<file path="src/rtl/int_to_fp_sp_if.sv">
// Handshake bundle for int_to_fp_sp: operand side (i_VALID/o_READY/i_A/i_SIGNED)
// and result side (o_VALID/i_READY/o_RES).
interface int_to_fp_sp_if;
  logic        i_VALID;
  logic        o_READY;
  logic [31:0] i_A;
  logic        i_SIGNED;
  logic        o_VALID;
  logic        i_READY;
  logic [31:0] o_RES;

  modport master (
    output i_VALID, i_A, i_SIGNED, i_READY,
    input  o_READY, o_VALID, o_RES
  );

  modport slave (
    input  i_VALID, i_A, i_SIGNED, i_READY,
    output o_READY, o_VALID, o_RES
  );
endinterface

</file>
<file path="src/rtl/int_to_fp_sp.sv">
// int_to_fp_sp: multi-cycle 32-bit integer -> IEEE-754 single converter.
// Iterative leading-zero normaliser (NORM_STEP bits per skip), then RNE rounding.
// Optional: define INT_TO_FP_INEXACT_EN to add the o_INEXACT output.
module int_to_fp_sp #(
  parameter int NORM_STEP = 4
) (
  input  logic           i_CLK,
  input  logic           i_RST_N,
  int_to_fp_sp_if.slave  bus
`ifdef INT_TO_FP_INEXACT_EN
  ,
  output logic           o_INEXACT
`endif
);

  typedef enum logic [1:0] {S_IDLE, S_NORM, S_ROUND, S_DONE} state_t;

  localparam logic [5:0] STEP_W = 6'(NORM_STEP);

  state_t      state_q, state_d;
  logic        sign_q, sign_d;
  logic [31:0] mag_q, mag_d;
  logic [5:0]  cnt_q, cnt_d;
  logic [31:0] res_q, res_d;
  logic        valid_q, valid_d;
`ifdef INT_TO_FP_INEXACT_EN
  logic        inex_q, inex_d;
`endif

  logic [31:0] abs_a;
  logic        grd, stk, rup;
  logic [23:0] mant_w;
  logic [7:0]  exp_w;

  assign bus.o_READY = (state_q == S_IDLE);
  assign bus.o_VALID = valid_q;
  assign bus.o_RES   = res_q;
`ifdef INT_TO_FP_INEXACT_EN
  assign o_INEXACT   = inex_q;
`endif

  // Next-state and datapath update for the accept/normalise/round/hold sequence.
  always_comb begin
    state_d = state_q;
    sign_d  = sign_q;
    mag_d   = mag_q;
    cnt_d   = cnt_q;
    res_d   = res_q;
    valid_d = valid_q;
`ifdef INT_TO_FP_INEXACT_EN
    inex_d  = inex_q;
`endif

    abs_a  = (bus.i_SIGNED && bus.i_A[31]) ? (~bus.i_A + 32'd1) : bus.i_A;
    grd    = mag_q[7];
    stk    = |mag_q[6:0];
    rup    = grd & (stk | mag_q[8]);
    // Bit 23 of mant_w is the rounding carry; bits [22:0] are already zero then.
    mant_w = {1'b0, mag_q[30:8]} + {23'b0, rup};
    exp_w  = 8'd158 - {2'b00, cnt_q} + {7'b0, mant_w[23]};

    unique case (state_q)
      S_IDLE: begin
        if (bus.i_VALID) begin
          sign_d = bus.i_SIGNED & bus.i_A[31];
          mag_d  = abs_a;
          cnt_d  = '0;
          if (abs_a == '0) begin
            res_d   = '0;
            valid_d = 1'b1;
`ifdef INT_TO_FP_INEXACT_EN
            inex_d  = 1'b0;
`endif
            state_d = S_DONE;
          end else begin
            state_d = S_NORM;
          end
        end
      end
      S_NORM: begin
        if (mag_q[31]) begin
          state_d = S_ROUND;
        end else if (mag_q[31 -: NORM_STEP] == '0) begin
          mag_d = mag_q << NORM_STEP;
          cnt_d = cnt_q + STEP_W;
        end else begin
          mag_d = mag_q << 1;
          cnt_d = cnt_q + 6'd1;
        end
      end
      S_ROUND: begin
        res_d   = {sign_q, exp_w, mant_w[22:0]};
        valid_d = 1'b1;
`ifdef INT_TO_FP_INEXACT_EN
        inex_d  = grd | stk;
`endif
        state_d = S_DONE;
      end
      S_DONE: begin
        if (bus.i_READY) begin
          valid_d = 1'b0;
          state_d = S_IDLE;
        end
      end
      default: state_d = S_IDLE;
    endcase
  end

  // State register.
  always_ff @(posedge i_CLK or negedge i_RST_N) begin
    if (!i_RST_N) state_q <= S_IDLE;
    else          state_q <= state_d;
  end

  // Datapath and output registers.
  always_ff @(posedge i_CLK or negedge i_RST_N) begin
    if (!i_RST_N) begin
      sign_q  <= 1'b0;
      mag_q   <= '0;
      cnt_q   <= '0;
      res_q   <= '0;
      valid_q <= 1'b0;
`ifdef INT_TO_FP_INEXACT_EN
      inex_q  <= 1'b0;
`endif
    end else begin
      sign_q  <= sign_d;
      mag_q   <= mag_d;
      cnt_q   <= cnt_d;
      res_q   <= res_d;
      valid_q <= valid_d;
`ifdef INT_TO_FP_INEXACT_EN
      inex_q  <= inex_d;
`endif
    end
  end

endmodule
</file>
<file path="src/flat_wrapper.sv">
// flat-port wrapper written by rule: the top's interface ports become plain ports
module int_to_fp_sp_flat 
#(
  parameter int NORM_STEP = 4
)
  (i_CLK, i_RST_N, bus_i_VALID, bus_i_A, bus_i_SIGNED, bus_i_READY, bus_o_READY, bus_o_VALID, bus_o_RES);
  int_to_fp_sp_if bus_i ();
  input  logic i_CLK;
  input  logic i_RST_N;
  input wire logic [$bits(bus_i.i_VALID)-1:0] bus_i_VALID;
  input wire logic [$bits(bus_i.i_A)-1:0] bus_i_A;
  input wire logic [$bits(bus_i.i_SIGNED)-1:0] bus_i_SIGNED;
  input wire logic [$bits(bus_i.i_READY)-1:0] bus_i_READY;
  output wire logic [$bits(bus_i.o_READY)-1:0] bus_o_READY;
  output wire logic [$bits(bus_i.o_VALID)-1:0] bus_o_VALID;
  output wire logic [$bits(bus_i.o_RES)-1:0] bus_o_RES;
  assign bus_i.i_VALID = bus_i_VALID;
  assign bus_i.i_A = bus_i_A;
  assign bus_i.i_SIGNED = bus_i_SIGNED;
  assign bus_i.i_READY = bus_i_READY;
  assign bus_o_READY = bus_i.o_READY;
  assign bus_o_VALID = bus_i.o_VALID;
  assign bus_o_RES = bus_i.o_RES;
  int_to_fp_sp #(.NORM_STEP(NORM_STEP)) u_core (.i_CLK(i_CLK), .i_RST_N(i_RST_N), .bus(bus_i));
endmodule
</file>
<file path="config.mk">
export PLATFORM = sky130hd
export DESIGN_NAME = int_to_fp_sp_flat
export DESIGN_NICKNAME = d
export VERILOG_FILES = /design/src/rtl/int_to_fp_sp_if.sv /design/src/rtl/int_to_fp_sp.sv /design/src/flat_wrapper.sv
export SDC_FILE = /design/constraint.sdc
export NUM_CORES = 1
export LEC_CHECK = 0
export BUFFER_PORTS_ARGS = -buffer_cell sky130_fd_sc_hd__buf_2
export CORE_UTILIZATION = 35
export DETAILED_ROUTE_END_ITERATION = 16
export MAX_ROUTING_LAYER = met4
export PLACE_DENSITY = 0.59
export SYNTH_ARGS = -nofsm -noshare
export SYNTH_HDL_FRONTEND = slang
export SYNTH_SLANG_ARGS = --single-unit
</file>
<file path="constraint.sdc">
create_clock -name i_CLK -period 3.04 [get_ports i_CLK]
set_clock_uncertainty 0.1 [all_clocks]
set_input_delay 0.76 -clock i_CLK [delete_from_list [all_inputs] [get_ports i_CLK]]
set_output_delay 0.76 -clock i_CLK [all_outputs]
set_load 0.03 [all_outputs]
</file>
# [Word-level counts from Yosys, hierarchy flattened]
# Index checks and enable logic that the tools add are counted.
[op_classes] n_addsub=6 eq_ne=8 mux=21 n_bitwise=4 n_reduce_logical=14
[op_table] cell="$mux W32" count=6
[op_table] cell="$pmux W32 S2" count=2
[op_table] cell="$add A32 B1 Y32 const B" count=1
[op_table] cell="$logic_not A32 Y1" count=1
[op_table] cell="$not A32 Y32" count=1
[op_table] cell="$add A23 B1 Y24" count=1
[op_table] cell="$mux W6" count=3
[op_table] cell="$pmux W6 S2" count=1
[op_table] cell="$reduce_and A3 Y1" count=3
[op_table] cell="$add A8 B1 Y8" count=1
[op_table] cell="$mux W2" count=4
[op_table] cell="$pmux W2 S4" count=1
[op_table] cell="$sub A8 B6 Y8 const A" count=1
[op_table] cell="$reduce_or A7 Y1" count=1
[op_table] cell="$add A6 B1 Y6 const B" count=1
[op_table] cell="$add A6 B3 Y6 const B" count=1
[op_table] cell="$ne A2 B2 Y1 const B" count=3
[op_table] cell="$eq A2 B2 Y1 const B" count=2
[op_table] cell="$logic_not A4 Y1" count=1
[op_table] cell="$ne A2 B1 Y1 const B" count=2
[op_table] cell="$reduce_and A2 Y1" count=2
[op_table] cell="$reduce_and A4 Y1" count=1
[op_table] cell="$reduce_bool A2 Y1" count=2
[op_table] cell="$mux W1" count=3
[op_table] cell="7 further kinds" count=8
[word_totals] regBits=74 output_inout_bits=34 elab_cells=60

# [Longest topological paths before layout]
[depth] word_depth=7 mapped_depth=12 ltp_nobuf=12

# [Worst setup path after synthesis]
# Ideal clock, no wire load.
[synth_timing] path_kind="in2reg" start="in bus_i_A[15]" end="reg u_core.res_q[30], in the netlist u_core.bus.o_RES[30]" setup_time_ns=0.126 t_arrival_ns=3.469 required_ns=2.814 path_slack_ns=-0.655 cell_stages=11 path_buffers=3 path_cell_list="clkbuf_1 -> or4_4 -> or3_4 -> or4_4 -> mux2i_1 -> o21ai_2 -> o2111ai_1 -> o31a_1 -> buf_6 -> buf_6 -> a221o_1"
[synth_between] elab_chain_len=6
[synth_lines] item="start: declaration" line="flat_wrapper.sv:11" rtl="input wire logic [$bits(bus_i.i_A)-1:0] bus_i_A;"
[synth_lines] item="$not A32 Y32" line="int_to_fp_sp.sv:54" rtl="abs_a = (bus.i_SIGNED && bus.i_A[31]) ? (~bus.i_A + 32'd1) : bus.i_A;"
[synth_lines] item="$add A32 B1 Y32" line="int_to_fp_sp.sv:54"
[synth_lines] item="$mux W32 (*)" line="int_to_fp_sp.sv:54"
[synth_lines] item="$logic_not A32 Y1 (*)" line="int_to_fp_sp.sv:68" rtl="if (abs_a == '0) begin"
[synth_lines] item="$ne A2 B1 Y1 (no line) (*)"
[synth_lines] item="$reduce_and A3 Y1 (no line) (*)"
[synth_lines] item="end signal: assignment" line="int_to_fp_sp.sv:130" rtl="res_q <= res_d;"
[synth_lines] item="end: declaration" line="int_to_fp_sp.sv:24" rtl="logic [31:0] res_q, res_d;"
# Every way passes the cells marked *; elsewhere a longest branch is shown, timed or not.
# A chain may end at the register's enable or synchronous reset.

# [Final worst setup path]
[layout_timing] start="in bus_i_A[16]" end="reg u_core.res_q[26], in the netlist u_core.bus.o_RES[26]"
# Same word-level chain as after synthesis.

==> flow_summary.json <==
{
  "gr-usage-met2_pct": 36.8,
  "start_kind": "primary input",
  "ys_seq_area_share_pct": 32.3,
  "yosysWarnings": 0,
  "grt_use_met3_pct": 2.30,
  "start_util_pct": 35.9,
  "wl_per_cell_um": 17.5,
  "busiest_layer": "met2",
  "io_pins": 71,
  "postLayoutCoreUtil_pct": 49.8,
  "fin_crit_sh_pct": 115,
  "total_leakage_power_uw": 0.00344,
  "period_needed_ns": 3.49,
  "ant_nets": 0,
  "insertedDiodeCount": 0,
  "cts-buffers-inserted": 9,
  "cp.required_ns": 3.16,
  "stdcell_area_um2": 7940,
  "gr-total-overflow": 0,
  "cp.arrival_ns": 3.61,
  "syn_area_per_cell_um2": 8.58,
  "fin_nets": 893,
  "clock-sinks": 74,
  "netlist_area_um2": 5730,
  "tritoncts": "yes",
  "die_height_um": 130,
  "ys_types": 65,
  "synth_edf_count": 0,
  "grt_first_pass_wirelength_mm": 29.8,
  "place_hpwl_mm": 13.7,
  "die_area_um2": 16900,
  "timing.slew.headroom_pct": 25.5,
  "synthCells": 668,
  "violations": "setup timing",
  "h-tree-depth": 3,
  "grt_use_met1_pct": 31.4,
  "grt_max_degree": 45,
  "rr_startpoint": "u_core.mag_q[11]",
  "status": "finished, violations left",
  "clk_path_buf_depth": 2,
  "clock_latency_ns": 0.34,
  "grt_pass1_vias": 5716,
  "io_buffers": 70,
  "path_clk_slew_ns": 0.07,
  "area_growth_pct": 38.6,
  "dpl_cell_area_um2": 7200,
  "finalHoldViolCount": 0,
  "cap_violations": 0,
  "ir_worst_vdd_uv": 439,
  "setup_violations": 34,
  "die_x_um": 130,
  "rows": 46,
  "root_buffer": "clkbuf_16",
  "wirelength_mm": 18.7,
  "drc": 0,
  "r2r_slack_ns": 0.01,
  "max_freq_ghz": 0.287,
  "ys_ff_latch": 74,
  "r2r_cells": 10,
  "syn_nets": 716,
  "power.total_uw": 6600,
  "r2r_end": "u_core.bus.o_RES[29]",
  "async_reset_ff_share_pct": 100,
  "cp-end-kind": "flop",
  "crit_type": "in -> reg",
  "tightest_slew_ns": 1.12,
  "power_density_nw_per_um2": 832,
  "fin_ws_ns": -0.450,
  "tns_ns": -12.85,
  "core_area_um2": 15900,
  "drtPass1Iterations": 4,
  "drt_iter0_drc": 439,
  "drv_slew": 0,
  "grt_use_total_pct": 23.3,
  "fillers": 1498,
  "synthFlopType": "dfrtp_1",
  "antenna_found_initial": 0,
  "layout-drive-gt1-share_pct": 32.6,
  "globalplace.congestion": 0.909,
  "worstPathMaxFanout": 26,
  "vias": 6118,
  "rsz0062_at_grt": "true",
  "vias_per_cell": 5.74,
  "hold_class": "in -> async"
}
## power by group
| part | switching, uW | internal (uW) | leakage [uW] |
|---|---|---|---|
| Clock | 431 | 637 | 0.000139 |
| Sequential | 375 | 1430 | 0.000937 |
| Combinational | 2240 | 1500 | 0.00236 |
## metrics by stage
stage | setup slack, ns | instances | hold slack, ns
finish | -0.450 | 1066 | 0.415
global route | -0.504 | 1066 | 0.443
detailed placement | -0.898 | 1037 | 0.406
floorplan | -0.545 | 668 | 0.364
global placement | -0.955 | 1037 | 0.401
CTS | -0.427 | 1062 | 0.422
## per-layer routing
metal / part of all wire, % / up-vias
met3: 5.0 / 25
li1: - / 2875
met4: 1.8 / 0
met5: 0 / -
met1: 46 / 2988
met2: 47 / 230
## timing repair
action                                  4_1_cts  5_1_grt
hold buffers                                  0        0
resized for setup                            39       19
gates cloned                                  2        0
pin swaps                                     5       14
endpoints found under the setup margin       34       34
buffers inserted                              7        4
## synth_stat cells, types with 3 or more instances
cell type | count | share of area (%)
dfrtp_1 | 74 | 32
nor2_1 | 70 | 4.6
nand2_1 | 65 | 4.3
xnor2_1 | 38 | 5.8
mux2i_1 | 37 | 6.5
clkbuf_1 | 36 | 2.4
o21ai_0 | 28 | 2.4
nor4_1 | 26 | 2.8
xor2_1 | 21 | 3.2
a211oi_1 | 19 | 2.5
a211o_1 | 17 | 2.6
and3_1 | 17 | 1.9
nand3_1 | 15 | 1.3
o22a_1 | 15 | 2.3
a21oi_1 | 13 | 1.1
inv_1 | 13 | 0.85
nand4_1 | 12 | 1.3
a221o_1 | 11 | 1.9
ha_1 | 11 | 2.4
nor3_1 | 11 | 0.96
o221ai_1 | 10 | 1.5
a31oi_1 | 9 | 0.98
o22ai_1 | 9 | 0.98
or3_1 | 7 | 0.76
nand2b_1 | 5 | 0.55
and2_1 | 4 | 0.44
buf_1 | 4 | 0.26
buf_2 | 4 | 0.35
nor4b_1 | 4 | 0.61
a21boi_0 | 3 | 0.39
a41oi_1 | 3 | 0.46
nor3b_1 | 3 | 0.39
nor4_2 | 3 | 0.66
o31ai_1 | 3 | 0.39
or2_2 | 3 | 0.33
or4_1 | 3 | 0.39
## flip-flops by register name, indices dropped and copies added (netlist names)
signal and cells:
u_core.state_q 2, u_core.bus.o_RES 32, u_core.cnt_q 6, u_core.sign_q 1
u_core.mag_q 32, u_core.bus.o_VALID 1
## critical path, stage by stage
cell and delay, ns:
buf_6 0.09, or4_4 0.52, or3_4 0.36, o41ai_4 0.41, xor2_1 0.22, and3_1 0.19
nand4_1 0.14, o31a_1 0.36, buf_12 0.17, a221o_1 0.36
## how the worst max path moves through the flow
stage	startpoint	end	slack (ns)	depth (start not counted)
after floorplan	bus_i_A[15]	u_core.bus.o_RES[30]	-0.55	11
final	bus_i_A[16]	u_core.bus.o_RES[26]	-0.45	10
after CTS	bus_i_A[16]	u_core.bus.o_RES[26]	-0.43	10
after global routing	bus_i_A[16]	u_core.bus.o_RES[26]	-0.50	10
after global placement	bus_i_A[4]	u_core.bus.o_RES[22]	-0.96	13
after detailed placement	bus_i_A[4]	u_core.bus.o_RES[6]	-0.90	13
## cells in the final DEF, fill, tap and decap left out, types with 3 or more instances in the layout
master     count
a21boi_0       3
and2_1         4
xor2_1        21
a21oi_1       13
o22a_1        15
nor4_4         6
clkbuf_16      9
buf_4        130
dfrtp_1       74
nand2_1       65
buf_6          9
nor2_1        70
a31oi_1        9
nor4_2        11
o21ai_0       28
buf_12         3
nor4_1        12
nor3b_1        3
and3_1        16
mux2i_1       36
nor3_1         9
nand3_1       15
nand2b_1       5
buf_2         67
a221o_1       11
inv_1         11
ha_1          10
a211o_1       17
o22ai_1        8
or4_4          3
or3_1          7
a41oi_1        3
nand4_1       12
o221ai_1      10
a211oi_1      17
xnor2_1       38
## layout make-up
type | count | area [um2] | share of cell area [%]
Inverter | 13 | 48.8 | 0.614
Multi-Input combinational cell | 535 | 3940 | 49.6
Clock inverter | 6 | 67.6 | 0.851
Timing Repair Buffer | 212 | 1540 | 19.3
Sequential cell | 74 | 1850 | 23.3
Clock buffer | 10 | 229 | 2.88
Tap cell | 216 | 270 | 3.40
## cells by family after synthesis
kind of cell / count (synthesis) / share of synthesized area (%)
AND/OR/NAND/NOR: 263 / 23.8
multiplexers: 38 / 6.66
AO/OA/AOI/OAI: 164 / 21.6
adder cells (fa/ha/maj): 11 / 2.40
flip-flops: 74 / 32.3
XOR/XNOR: 59 / 9.02
buffers and inverters: 59 / 4.21
Note: power is estimated with default switching activity, not from simulation.
